**src/rtl/mxint8_add_seq_if.sv**
```systemverilog
// ---------------------------------------------------------------------------
// mxint8_add_seq_if
//
// Stream bundle for the MXINT8 block adder. One input beat carries one
// element pair (plus the two block scales, meaningful on beat 0 only); one
// output beat carries one result element plus the block-constant result
// scale. busy and nan_flag are status outputs of the adder.
//
// Modports:
//   master - the side that feeds operand beats and consumes result beats
//   slave  - the block adder itself
// ---------------------------------------------------------------------------
interface mxint8_add_seq_if #(
    parameter int ELEM_W  = 8,
    parameter int SCALE_W = 8
);
    // input element-pair stream
    logic               in_valid;
    logic               in_ready;
    logic [SCALE_W-1:0] in_scale_a;
    logic [SCALE_W-1:0] in_scale_b;
    logic [ELEM_W-1:0]  in_elem_a;
    logic [ELEM_W-1:0]  in_elem_b;

    // result stream
    logic               out_valid;
    logic               out_ready;
    logic [SCALE_W-1:0] out_scale;
    logic [ELEM_W-1:0]  out_elem;
    logic               out_last;

    // status
    logic               busy;
    logic               nan_flag;

    modport master (
        output in_valid, in_scale_a, in_scale_b, in_elem_a, in_elem_b,
        output out_ready,
        input  in_ready,
        input  out_valid, out_scale, out_elem, out_last,
        input  busy, nan_flag
    );

    modport slave (
        input  in_valid, in_scale_a, in_scale_b, in_elem_a, in_elem_b,
        input  out_ready,
        output in_ready,
        output out_valid, out_scale, out_elem, out_last,
        output busy, nan_flag
    );
endinterface

```
**src/rtl/mxint8_add_seq.sv**
```systemverilog
// ---------------------------------------------------------------------------
// mxint8_add_seq
//
// Sequential adder for two MXINT8 blocks (BLOCK_SIZE two's-complement
// elements sharing one E8M0 scale each). Element pairs stream in one beat at
// a time; each pair is aligned to the larger of the two scales, summed and
// written to an internal buffer while the largest magnitude is tracked. A
// one-cycle normalisation step then decides whether the result scale must
// grow by one, and the buffered sums are streamed out as MXINT8 elements
// saturated to [-127, 127].
//
// Ports:
//   clk    - single clock, rising edge
//   rst_n  - asynchronous active-low reset
//   bus    - mxint8_add_seq_if.slave:
//              in_valid/in_ready, in_scale_a/b, in_elem_a/b  (operand beats)
//              out_valid/out_ready, out_scale, out_elem, out_last (results)
//              busy (not IDLE), nan_flag (result block is NaN)
// ---------------------------------------------------------------------------
module mxint8_add_seq #(
    parameter int BLOCK_SIZE = 32,
    parameter int ELEM_W     = 8,
    parameter int SCALE_W    = 8,
    parameter int ACC_W      = 24
) (
    input  logic                 clk,
    input  logic                 rst_n,
    mxint8_add_seq_if.slave      bus
);
    // Elements are widened with FRAC_W fraction bits before alignment so that
    // right shifts keep some precision.
    localparam int FRAC_W = 8;
    localparam int CNT_W  = (BLOCK_SIZE > 1) ? $clog2(BLOCK_SIZE) : 1;
    localparam int SH_W   = $clog2(ACC_W);
    localparam int SHMAX  = ACC_W - 1;

    localparam logic [SCALE_W-1:0] SCALE_NAN   = '1;
    // Largest finite E8M0 scale (254 for 8 bits).
    localparam logic [SCALE_W:0]   SCALE_LIMIT = {1'b0, {(SCALE_W-1){1'b1}}, 1'b0};
    // Any magnitude at or above one full-scale element needs an extra bit of
    // scale to fit back into ELEM_W bits.
    localparam logic [ACC_W-1:0]   NORM_THRESH = ACC_W'(1) << (ELEM_W - 1 + FRAC_W);
    localparam logic signed [ACC_W-1:0] ELEM_MAX_ACC = ACC_W'((1 << (ELEM_W - 1)) - 1);
    localparam logic signed [ACC_W-1:0] ELEM_MIN_ACC = -ELEM_MAX_ACC;

    typedef enum logic [1:0] {
        IDLE  = 2'd0,
        ACCUM = 2'd1,
        NORM  = 2'd2,
        EMIT  = 2'd3
    } state_t;

    state_t state_reg, state_next;

    logic [CNT_W-1:0]   count_reg;
    logic [CNT_W-1:0]   beat_reg;
    logic [CNT_W-1:0]   rd_idx_reg;
    logic [SCALE_W-1:0] smax_reg;
    logic [SCALE_W-1:0] da_reg;
    logic [SCALE_W-1:0] db_reg;
    logic               scale_nan_reg;
    logic [ACC_W-1:0]   max_abs_reg;
    logic               nshift_reg;
    logic [SCALE_W-1:0] out_scale_reg;
    logic [ELEM_W-1:0]  out_elem_reg;
    logic               out_valid_reg;
    logic               out_last_reg;
    logic               nan_flag_reg;

    logic in_ready_int;
    logic in_hs;
    logic out_hs;
    logic emit_load;
    logic rd_en;

    // ------------------------------------------------------------------
    // Handshakes. in_ready is gated by rst_n so it is low for the whole
    // reset interval even though the state register already reads IDLE.
    // ------------------------------------------------------------------
    assign in_ready_int = rst_n && ((state_reg == IDLE) || (state_reg == ACCUM));
    assign in_hs        = bus.in_valid && in_ready_int;
    assign out_hs       = out_valid_reg && bus.out_ready;

    // ------------------------------------------------------------------
    // Scale alignment. On beat 0 the shifts come straight from the input
    // scales; later beats reuse the values latched on beat 0.
    // ------------------------------------------------------------------
    logic [SCALE_W-1:0] smax_in;
    logic [SCALE_W-1:0] da_in;
    logic [SCALE_W-1:0] db_in;

    assign smax_in = (bus.in_scale_a >= bus.in_scale_b) ? bus.in_scale_a : bus.in_scale_b;
    assign da_in   = smax_in - bus.in_scale_a;
    assign db_in   = smax_in - bus.in_scale_b;

    logic [ELEM_W-1:0]         elem_in   [2];
    logic [SCALE_W-1:0]        shift_sel [2];
    logic [SH_W-1:0]           shift_amt [2];
    logic signed [ACC_W-1:0]   widened   [2];
    logic signed [ACC_W-1:0]   aligned   [2];

    assign elem_in[0]   = bus.in_elem_a;
    assign elem_in[1]   = bus.in_elem_b;
    assign shift_sel[0] = (state_reg == IDLE) ? da_in : da_reg;
    assign shift_sel[1] = (state_reg == IDLE) ? db_in : db_reg;

    generate
        for (genvar gi = 0; gi < 2; gi++) begin : g_align
            // Shifts beyond ACC_W-1 would only replicate the sign bit, so
            // they saturate at ACC_W-1.
            assign shift_amt[gi] = (shift_sel[gi] > SCALE_W'(SHMAX)) ? SH_W'(SHMAX)
                                                                      : SH_W'(shift_sel[gi]);
            assign widened[gi]   = $signed({{(ACC_W-ELEM_W){elem_in[gi][ELEM_W-1]}}, elem_in[gi]})
                                   <<< FRAC_W;
            assign aligned[gi]   = widened[gi] >>> shift_amt[gi];
        end
    endgenerate

    logic signed [ACC_W-1:0] entry_new;
    logic [ACC_W-1:0]        abs_new;

    assign entry_new = aligned[0] + aligned[1];
    assign abs_new   = entry_new[ACC_W-1] ? ACC_W'(-entry_new) : ACC_W'(entry_new);

    // ------------------------------------------------------------------
    // Normalisation decision (evaluated in NORM).
    // ------------------------------------------------------------------
    logic             norm_shift;
    logic [SCALE_W:0] scale_sum;
    logic             norm_nan;

    assign norm_shift = (max_abs_reg >= NORM_THRESH);
    assign scale_sum  = {1'b0, smax_reg} + {{SCALE_W{1'b0}}, norm_shift};
    assign norm_nan   = scale_nan_reg || (scale_sum > SCALE_LIMIT);

    // ------------------------------------------------------------------
    // Sum buffer: inferred RAM with a registered read port. Only written
    // in IDLE/ACCUM and only read in NORM/EMIT, so one port suffices.
    // rd_data always holds the sum for the beat *after* the one currently
    // presented, so the output register can advance on every handshake.
    // ------------------------------------------------------------------
    logic signed [ACC_W-1:0] entry_mem [BLOCK_SIZE];
    logic signed [ACC_W-1:0] rd_data;
    logic [CNT_W-1:0]        wr_addr;
    logic [CNT_W-1:0]        rd_addr;

    assign wr_addr = (state_reg == IDLE) ? '0 : count_reg;
    assign rd_addr = (state_reg == NORM) ? '0 : rd_idx_reg;

    // The last output load prefetches one slot past the block; that value
    // is never presented.
    always_ff @(posedge clk) begin
        if (in_hs) begin
            entry_mem[wr_addr] <= entry_new;
        end
        if (rd_en) begin
            rd_data <= entry_mem[rd_addr];
        end
    end

    // Output element: floor shift back to ELEM_W scale, then saturate.
    logic signed [ACC_W-1:0] shifted;
    logic signed [ACC_W-1:0] clamped;
    logic [ELEM_W-1:0]       elem_next;

    assign shifted = rd_data >>> (nshift_reg ? (FRAC_W + 1) : FRAC_W);

    always_comb begin
        clamped = shifted;
        if (shifted > ELEM_MAX_ACC) begin
            clamped = ELEM_MAX_ACC;
        end else if (shifted < ELEM_MIN_ACC) begin
            clamped = ELEM_MIN_ACC;
        end
    end

    assign elem_next = clamped[ELEM_W-1:0];

    // Beat index of the element loaded next: 0 on the first load of a block,
    // otherwise one past the element being replaced.
    logic [CNT_W-1:0] beat_show;
    assign beat_show = out_valid_reg ? (beat_reg + CNT_W'(1)) : '0;

    // ------------------------------------------------------------------
    // FSM next state and control strobes.
    // ------------------------------------------------------------------
    always_comb begin
        state_next = state_reg;
        emit_load  = 1'b0;
        rd_en      = 1'b0;
        unique case (state_reg)
            IDLE: begin
                if (in_hs) begin
                    state_next = (BLOCK_SIZE == 1) ? NORM : ACCUM;
                end
            end
            ACCUM: begin
                if (in_hs && (count_reg == CNT_W'(BLOCK_SIZE - 1))) begin
                    state_next = NORM;
                end
            end
            NORM: begin
                rd_en      = 1'b1;
                state_next = EMIT;
            end
            EMIT: begin
                // First EMIT cycle primes the output register; afterwards
                // a new element is loaded on every non-final handshake.
                emit_load = !out_valid_reg || (out_hs && !out_last_reg);
                rd_en     = emit_load;
                if (out_hs && out_last_reg) begin
                    state_next = IDLE;
                end
            end
            default: begin
                state_next = IDLE;
            end
        endcase
    end

    // ------------------------------------------------------------------
    // State and datapath registers.
    // ------------------------------------------------------------------
    always_ff @(posedge clk or negedge rst_n) begin
        if (!rst_n) begin
            state_reg     <= IDLE;
            count_reg     <= '0;
            beat_reg      <= '0;
            rd_idx_reg    <= '0;
            smax_reg      <= '0;
            da_reg        <= '0;
            db_reg        <= '0;
            scale_nan_reg <= 1'b0;
            max_abs_reg   <= '0;
            nshift_reg    <= 1'b0;
            out_scale_reg <= '0;
            out_elem_reg  <= '0;
            out_valid_reg <= 1'b0;
            out_last_reg  <= 1'b0;
            nan_flag_reg  <= 1'b0;
        end else begin
            state_reg <= state_next;

            if (in_hs) begin
                if (state_reg == IDLE) begin
                    smax_reg      <= smax_in;
                    da_reg        <= da_in;
                    db_reg        <= db_in;
                    scale_nan_reg <= (bus.in_scale_a == SCALE_NAN) ||
                                     (bus.in_scale_b == SCALE_NAN);
                    max_abs_reg   <= abs_new;
                    count_reg     <= CNT_W'(1);
                end else begin
                    if (abs_new > max_abs_reg) begin
                        max_abs_reg <= abs_new;
                    end
                    count_reg <= count_reg + CNT_W'(1);
                end
            end

            if (state_reg == NORM) begin
                nshift_reg    <= norm_shift;
                out_scale_reg <= norm_nan ? SCALE_NAN : scale_sum[SCALE_W-1:0];
                nan_flag_reg  <= norm_nan;
                rd_idx_reg    <= CNT_W'(1);
                beat_reg      <= '0;
            end

            if (emit_load) begin
                out_elem_reg  <= elem_next;
                out_valid_reg <= 1'b1;
                out_last_reg  <= (beat_show == CNT_W'(BLOCK_SIZE - 1));
                beat_reg      <= beat_show;
                rd_idx_reg    <= rd_idx_reg + CNT_W'(1);
            end else if (out_hs) begin
                // Only reachable on the out_last handshake.
                out_valid_reg <= 1'b0;
                out_last_reg  <= 1'b0;
            end
        end
    end

    // ------------------------------------------------------------------
    // Outputs.
    // ------------------------------------------------------------------
    assign bus.in_ready  = in_ready_int;
    assign bus.out_valid = out_valid_reg;
    assign bus.out_scale = out_scale_reg;
    assign bus.out_elem  = out_elem_reg;
    assign bus.out_last  = out_last_reg;
    assign bus.busy      = (state_reg != IDLE);
    assign bus.nan_flag  = nan_flag_reg;

endmodule

```
**src/flat_wrapper.sv**
```systemverilog
// flat-port wrapper written by rule: the top's interface ports become plain ports
module mxint8_add_seq_flat 
#(
    parameter int BLOCK_SIZE = 32,
    parameter int ELEM_W     = 8,
    parameter int SCALE_W    = 8,
    parameter int ACC_W      = 24
)
  (clk, rst_n, bus_in_valid, bus_in_scale_a, bus_in_scale_b, bus_in_elem_a, bus_in_elem_b, bus_out_ready, bus_in_ready, bus_out_valid, bus_out_scale, bus_out_elem, bus_out_last, bus_busy, bus_nan_flag);
  mxint8_add_seq_if #(.ELEM_W(ELEM_W), .SCALE_W(SCALE_W)) bus_i ();
  input  logic clk;
  input  logic rst_n;
  input wire logic [$bits(bus_i.in_valid)-1:0] bus_in_valid;
  input wire logic [$bits(bus_i.in_scale_a)-1:0] bus_in_scale_a;
  input wire logic [$bits(bus_i.in_scale_b)-1:0] bus_in_scale_b;
  input wire logic [$bits(bus_i.in_elem_a)-1:0] bus_in_elem_a;
  input wire logic [$bits(bus_i.in_elem_b)-1:0] bus_in_elem_b;
  input wire logic [$bits(bus_i.out_ready)-1:0] bus_out_ready;
  output wire logic [$bits(bus_i.in_ready)-1:0] bus_in_ready;
  output wire logic [$bits(bus_i.out_valid)-1:0] bus_out_valid;
  output wire logic [$bits(bus_i.out_scale)-1:0] bus_out_scale;
  output wire logic [$bits(bus_i.out_elem)-1:0] bus_out_elem;
  output wire logic [$bits(bus_i.out_last)-1:0] bus_out_last;
  output wire logic [$bits(bus_i.busy)-1:0] bus_busy;
  output wire logic [$bits(bus_i.nan_flag)-1:0] bus_nan_flag;
  assign bus_i.in_valid = bus_in_valid;
  assign bus_i.in_scale_a = bus_in_scale_a;
  assign bus_i.in_scale_b = bus_in_scale_b;
  assign bus_i.in_elem_a = bus_in_elem_a;
  assign bus_i.in_elem_b = bus_in_elem_b;
  assign bus_i.out_ready = bus_out_ready;
  assign bus_in_ready = bus_i.in_ready;
  assign bus_out_valid = bus_i.out_valid;
  assign bus_out_scale = bus_i.out_scale;
  assign bus_out_elem = bus_i.out_elem;
  assign bus_out_last = bus_i.out_last;
  assign bus_busy = bus_i.busy;
  assign bus_nan_flag = bus_i.nan_flag;
  mxint8_add_seq #(.BLOCK_SIZE(BLOCK_SIZE), .ELEM_W(ELEM_W), .SCALE_W(SCALE_W), .ACC_W(ACC_W)) u_core (.clk(clk), .rst_n(rst_n), .bus(bus_i));
endmodule
```
**config.mk**
```make
export PLATFORM = sky130hd
export DESIGN_NAME = mxint8_add_seq_flat
export DESIGN_NICKNAME = d
export VERILOG_FILES = /design/src/rtl/mxint8_add_seq_if.sv /design/src/rtl/mxint8_add_seq.sv /design/src/flat_wrapper.sv
export SDC_FILE = /design/constraint.sdc
export NUM_CORES = 1
export LEC_CHECK = 0
export CAP_MARGIN = 20
export CELL_PAD_IN_SITES_DETAIL_PLACEMENT = 1
export CELL_PAD_IN_SITES_GLOBAL_PLACEMENT = 2
export CORE_MARGIN = 2
export CORE_UTILIZATION = 52
export CTS_BUF_LIST = sky130_fd_sc_hd__clkbuf_2 sky130_fd_sc_hd__clkbuf_4 sky130_fd_sc_hd__clkbuf_8
export DETAILED_ROUTE_END_ITERATION = 7
export PLACE_DENSITY = 0.88
export REMOVE_ABC_BUFFERS = 1
export SETUP_SLACK_MARGIN = 0.02
export SYNTH_ARGS = -nofsm -noshare
export SYNTH_HDL_FRONTEND = slang
export SYNTH_SLANG_ARGS = --single-unit
export TNS_END_PERCENT = 5
```
**constraint.sdc**
```tcl
create_clock -name clk -period 16.2 [get_ports clk]
set_input_delay 2.43 -clock clk [delete_from_list [all_inputs] [get_ports clk]]
set_output_delay 2.43 -clock clk [all_outputs]
set_load 0.01 [all_outputs]
```
==> results.cfg, run 1 <==
[worst_setup_path]
cpLargestDelayFamily = compound AO/OA/AOI/OAI gates
cp_max_fo = 36
cp-end-kind = register
worstPathRequired_ns = 16.75
worst-path-buf-inv = 4
critPathMaxStageDelay_ns = 0.93
cp_data_arrival_time_ns = 13.41
start_kind = input pin
slowest_stage = mux2i_4
critical_path_class = in -> reg

[pwr]
p_sw_frac = 0.388
switchingPower_mw = 2.67
p_seq_frac = 0.344
p_int_mw = 4.21
ir_drop_v = 0.000142
p_comb_frac = 0.452
leakagePower_nw = 11.9
p_clk_frac = 0.204
cellPowerDensity_nw_per_um2 = 213

[cts]
cts_buffers = 100
clk_pin_slew_ns = 0.06
cts.repair.resized = 0
cts_sinks = 614
cts_buffer_depth = 3
cts_tree = built
cts_hold_buf = 0
htreeDepth = 3
clk_latency_ns = 0.71
cts-root-buf = clkbuf_8
post_cts_buffers = 0

[yosys]
yosys-mux-area-fraction = 0.157
synth_edf_count = 528
synth_cell_types = 97
seq_area_frac_synth = 0.629
yosys_warnings = 0
synth_xor_area_frac = 0.0144
syn_area_per_cell_um2 = 14.8
async_reset_ff_frac = 0.140
synth_top_family_by_area = multiplexers
synth_cells = 1930
ys_ff_latch = 614
synthAdderAreaFrac = 0.0349
synth_simple_gate_area_share = 0.0637
synth_area_um2 = 28600
synth-main-ff-cell = edfxtp_1
synth_compound_area_frac = 0.0780

[routing]
vias = 17900
dr.pass1.iters = 6
drtAntennaViolNets = 0
drtIter0Drc = 1469
drc_errors = 0
via_per_inst = 6.32
post_drt_wl_per_cell_um = 27.8
wl_um = 78800

[cells_and_area]
final_cells = 2837
area_growth_pct = 13.1
finish.instance_area_um2 = 32400
drive_gt1_frac = 0.198
largest_reg_flops = 512
post-route-util = 0.598
nets = 2174
n_fill_cell = 5113

[place]
dp_hpwl_um = 47900
dpl_cell_area_um2 = 30100
numPortBuffers = 56
placed_cells = 2646
finalWeightedCongestion = 0.881

[timing]
tightestPinTransition_ns = 1.06
rsz0062_at_grt = no
post-route-min-period_ns = 12.86
fmax_ghz = 0.0778
skew_ns = 0.0452
drv_slew = 0
period_share = 0.794
relSlewSlack = 0.276
tns_ns = 0
setup_viol_count_final = 0
final_hold_viol_count = 0

[global_routing]
grt_max_degree = 68
grtUsageTotal = 0.281
grt_pass1_vias = 19200
antenna_found_initial = 3
overflow = 0
grt_pass1_wl_um = 119000

[worst_hold_path]
hold_path_class = reg -> reg

[floorplan]
dieWidth_um = 239
dieHeight_um = 239
io-pin-count = 57
placementRows = 85
dieArea_um2 = 56900
core_area_um2 = 54100
start_util = 0.529

[job]
maxCapViolCount = 0

[status]
status = complete, no violations
## cell type report
| cell class | instances | area, um^2 | area share |
|---|---|---|---|
| multi-input combinational | 1160 | 10000 | 0.310 |
| clock inverter | 35 | 269 | 0.00831 |
| clock buffer | 147 | 1800 | 0.0557 |
| antenna | 1 | 2.50 | 0.0000773 |
| sequential | 614 | 18000 | 0.557 |
| inverter | 68 | 255 | 0.00789 |
| timing repair buffer | 116 | 1100 | 0.0341 |
| tap | 696 | 871 | 0.0269 |
## power groups by stage
stage	sequential, mW	clock, mW	combinational [mW]
after floorplan	2.42	0	2.11
after global placement	2.38	0	2.89
after detailed placement	2.40	0	3.03
after CTS	2.37	1.42	3.06
after global routing	2.39	1.48	3.37
final	2.37	1.41	3.11
## worst min-delay path, delay by kind of cell (launching register included)
family	cells	cell delay, ns
simple gates	2	0.10
flops	1	0.34
## metal layers
metal  GRT usage  vias to the layer above  part of all wire
met5           0                        -                 0
met4       0.122                        0             0.038
met3      0.0397                      184             0.057
met2       0.487                      706              0.51
met1       0.356                     9228              0.40
li1            -                     7824                 -
## worst paths after layout
check | start | to | slack, ns | cells after the start
min reg2reg | u_core.bus.out_elem[7]$_DFFE_PN0P_ | u_core.bus.out_elem[7]$_DFFE_PN0P_ | 0.47 | 2
min in group asynchronous | rst_n | u_core.max_abs_reg[23]$_DFFE_PN0P_ | 1.64 | 1
max | bus_in_scale_b[2] | u_core.max_abs_reg[20]$_DFFE_PN0P_ | 3.34 | 39
min | u_core.bus.out_elem[7]$_DFFE_PN0P_ | u_core.bus.out_elem[7]$_DFFE_PN0P_ | 0.47 | 2
max reg2reg | u_core.state_reg[0]$_DFFE_PN0P_ | u_core.max_abs_reg[20]$_DFFE_PN0P_ | 7.09 | 30
max in group asynchronous | rst_n | u_core.rd_idx_reg[0]$_DFFE_PN0N_ | 13.20 | 2
## metrics by stage
step | hold WS, ns | power, mW | setup slack (ns)
detailed placement | 0.463 | 5.44 | 2.69
floorplan | 0.450 | 4.53 | 4.06
finish | 0.470 | 6.88 | 3.34
global route | 0.486 | 7.24 | 2.48
global placement | 0.462 | 5.28 | 3.08
CTS | 0.478 | 6.86 | 3.38
## cells in the final DEF, fill, tap and decap left out, types with 8 or more instances in the layout
| cell type | synthesis | layout |
|---|---|---|
| clkinv_2 | 0 | 10 |
| o21ai_0 | 70 | 70 |
| a21oi_1 | 73 | 73 |
| clkinv_1 | 0 | 17 |
| nor4_1 | 9 | 9 |
| a21o_1 | 15 | 15 |
| ha_1 | 75 | 75 |
| o22ai_1 | 67 | 67 |
| clkbuf_4 | 0 | 35 |
| o21a_1 | 9 | 9 |
| buf_4 | 0 | 53 |
| dfrtp_1 | 86 | 84 |
| nand3_1 | 26 | 26 |
| mux2_2 | 57 | 57 |
| clkdlybuf4s50_1 | 0 | 55 |
| mux4_2 | 97 | 97 |
| inv_1 | 68 | 68 |
| nor2_1 | 99 | 98 |
| nor2b_1 | 21 | 20 |
| o211ai_1 | 8 | 8 |
| xnor2_1 | 26 | 24 |
| nand2b_1 | 16 | 13 |
| xor2_1 | 21 | 21 |
| nand4_1 | 18 | 18 |
| edfxtp_1 | 528 | 528 |
| nand2_1 | 111 | 111 |
| and3_1 | 9 | 9 |
| nor3_1 | 22 | 22 |
| a31oi_1 | 10 | 9 |
| clkbuf_8 | 0 | 112 |
| mux2i_1 | 164 | 161 |
## synth_stat cells (22+ instances only)
master	n	area, um^2
a21oi_1	73	365
clkbuf_1	58	218
dfrtp_1	86	2150
edfxtp_1	528	15900
ha_1	75	938
inv_1	68	255
mux2_2	57	642
mux2i_1	164	1640
mux4_2	97	2180
nand2_1	111	417
nand3_1	26	130
nor2_1	99	372
nor3_1	22	110
o21ai_0	70	350
o22ai_1	67	419
xnor2_1	26	228
## cell families after synthesis
family          Yosys count
flops                   614
simple gates            375
compound gates          336
mux                     320
buf+inv                 159
fa+ha+maj                78
xor+xnor                 47
other cells               1
No activity file was read; power rests on OpenSTA's default activity.
==> run 2, diff against run 1 <==
- CORE_UTILIZATION: 52 -> 48
- PLACE_DENSITY: 0.88 -> 0.82
- clock period: 16.2 -> 13.5 ns (I/O delays scaled with it)
==> run 2 against run 1 <==
  * Clock power rose by 15%
  * Critical path depth did not move
  * First-iteration DRC count fell by 12%
  * Register-to-register slack got worse by 2.6 ns
  * Combinational power rose by 19%
  * Largest cell class unchanged
  * Largest power group unchanged
==> results.cfg, run 2 (synthesis results as in run 1) <==
[floorplan]
dieWidth_um = 248
io-pin-count = 57
dieHeight_um = 248
start_util = 0.485
placementRows = 89
dieArea_um2 = 61600
core_area_um2 = 59000

[cells_and_area]
post-route-util = 0.549
final_cells = 2914
drive_gt1_frac = 0.194
largest_reg_flops = 512
finish.instance_area_um2 = 32400
area_growth_pct = 13.1
layout_common_cells = edfxtp_1, mux2i_1, nand2_1
final_common_cell = edfxtp_1
nets = 2171

[pwr]
leakagePower_nw = 11.9
p_sw_frac = 0.384
switchingPower_mw = 3.14
p_seq_frac = 0.348
ir_drop_v = 0.000161
p_comb_frac = 0.454
cellPowerDensity_nw_per_um2 = 252
p_int_mw = 5.02
power.total_mw = 8.16
p_clk_frac = 0.198

[place]
dp_hpwl_um = 47200
numPortBuffers = 56
finalWeightedCongestion = 0.868
placed_cells = 2724
dpl_cell_area_um2 = 30200

[routing]
wl_um = 74800
drc_errors = 0
via_per_inst = 5.99
vias = 17400
drtAntennaViolNets = 0
dr.pass1.iters = 5
post_drt_wl_per_cell_um = 25.7
drtIter0Drc = 1300

[cts]
cts_sinks = 614
clk_pin_slew_ns = 0.06
post_cts_buffers = 0
htreeDepth = 3
cts.repair.resized = 0
clk_latency_ns = 0.69
cts_buffer_depth = 3
cts_buffers = 97
cts_hold_buf = 0
cts_tree = built
cts-root-buf = clkbuf_8

[timing]
drv_slew = 0
skew_ns = 0.0281
rsz0062_at_grt = no
period_share = 0.921
setup_viol_count_final = 0
fmax_ghz = 0.0804
tightestPinTransition_ns = 1.04
relSlewSlack = 0.305
tns_ns = 0
post-route-min-period_ns = 12.43
final_hold_viol_count = 0

[global_routing]
antenna_found_initial = 1
overflow = 0
grtUsageTotal = 0.248
grt_pass1_wl_um = 113000
grt_max_degree = 70
grt_pass1_vias = 18700

[worst_setup_path]
r2r_setup_slack_ns = 4.45
cp_data_arrival_time_ns = 12.99
critical_path_class = in -> reg
cp_max_fo = 16
r2r_cells = 30
start_kind = input pin
reg2reg_from = u_core.state_reg[0]$_DFFE_PN0P_
r2r-end = u_core.max_abs_reg[4]$_DFFE_PN0P_
slowest_stage = xor2_1
cp-end-kind = register
critPathMaxStageDelay_ns = 0.69
worstPathRequired_ns = 14.06

[worst_hold_path]
hold_path_class = reg -> reg
min_to = u_core.scale_nan_reg$_DFFE_PN0P_
hp-start = u_core.scale_nan_reg$_DFFE_PN0P_
worst_hold_path.num_cells = 2

[status]
status = complete, no violations

[job]
maxCapViolCount = 0
[run 2: layout make-up]
cell class / count / area [um^2]
fillers: 5681 / 26600
flip-flops and latches: 614 / 18000
multi-input cells: 1160 / 10000
clock buffers: 133 / 1620
repair buffers: 116 / 1090
well taps: 773 / 967
clock inverters: 49 / 383
inverters: 68 / 255
diodes: 1 / 2.50
[run 2: through the flow]
step	worst slack (ns)	hold WS, ns
2_1_floorplan	1.76	0.450
3_3_place_gp	0.836	0.462
3_5_place_dp	0.499	0.475
4_1_cts	1.21	0.489
5_1_grt	0.453	0.521
6_report	1.07	0.478
[run 2: how the worst max path moves through the flow]
stage,slack (ns),depth (start not counted),endpoint,start
after CTS,1.21,39,u_core.max_abs_reg[18]$_DFFE_PN0P_,bus_in_scale_b[2]
final,1.07,39,u_core.max_abs_reg[4]$_DFFE_PN0P_,bus_in_scale_b[2]
after global routing,0.45,39,u_core.max_abs_reg[18]$_DFFE_PN0P_,bus_in_scale_b[2]
after detailed placement,0.50,39,u_core.max_abs_reg[3]$_DFFE_PN0P_,bus_in_scale_b[1]
after global placement,0.84,39,u_core.max_abs_reg[18]$_DFFE_PN0P_,bus_in_scale_b[1]
after floorplan,1.76,37,u_core.max_abs_reg[0]$_DFFE_PN0P_,bus_in_scale_b[2]
[run 2: worst max-delay path: cells and delay by family]
family | cells | cell delay [ns]
buffers and inverters | 3 | 0.93
AND/OR/NAND/NOR | 10 | 1.98
multiplexers | 5 | 1.36
adder cells (fa/ha/maj) | 6 | 1.94
XOR/XNOR | 2 | 0.88
AO/OA/AOI/OAI | 13 | 3.85
[run 2: power groups by stage]
stage | Sequential, mW | Combinational [mW] | Clock, mW
after floorplan | 2.90 | 2.53 | 0
after global placement | 2.87 | 3.48 | 0
after detailed placement | 2.88 | 3.63 | 0
after CTS | 2.85 | 3.66 | 1.65
after global routing | 2.86 | 4.04 | 1.73
final | 2.84 | 3.70 | 1.62
[run 2: per-layer routing]
layer,vias up,track usage,routed length [um]
met5,-,0,0
met4,0,0.0863,1860
met3,110,0.0359,3570
met2,511,0.426,37900
met1,9002,0.323,31500
li1,7819,-,-
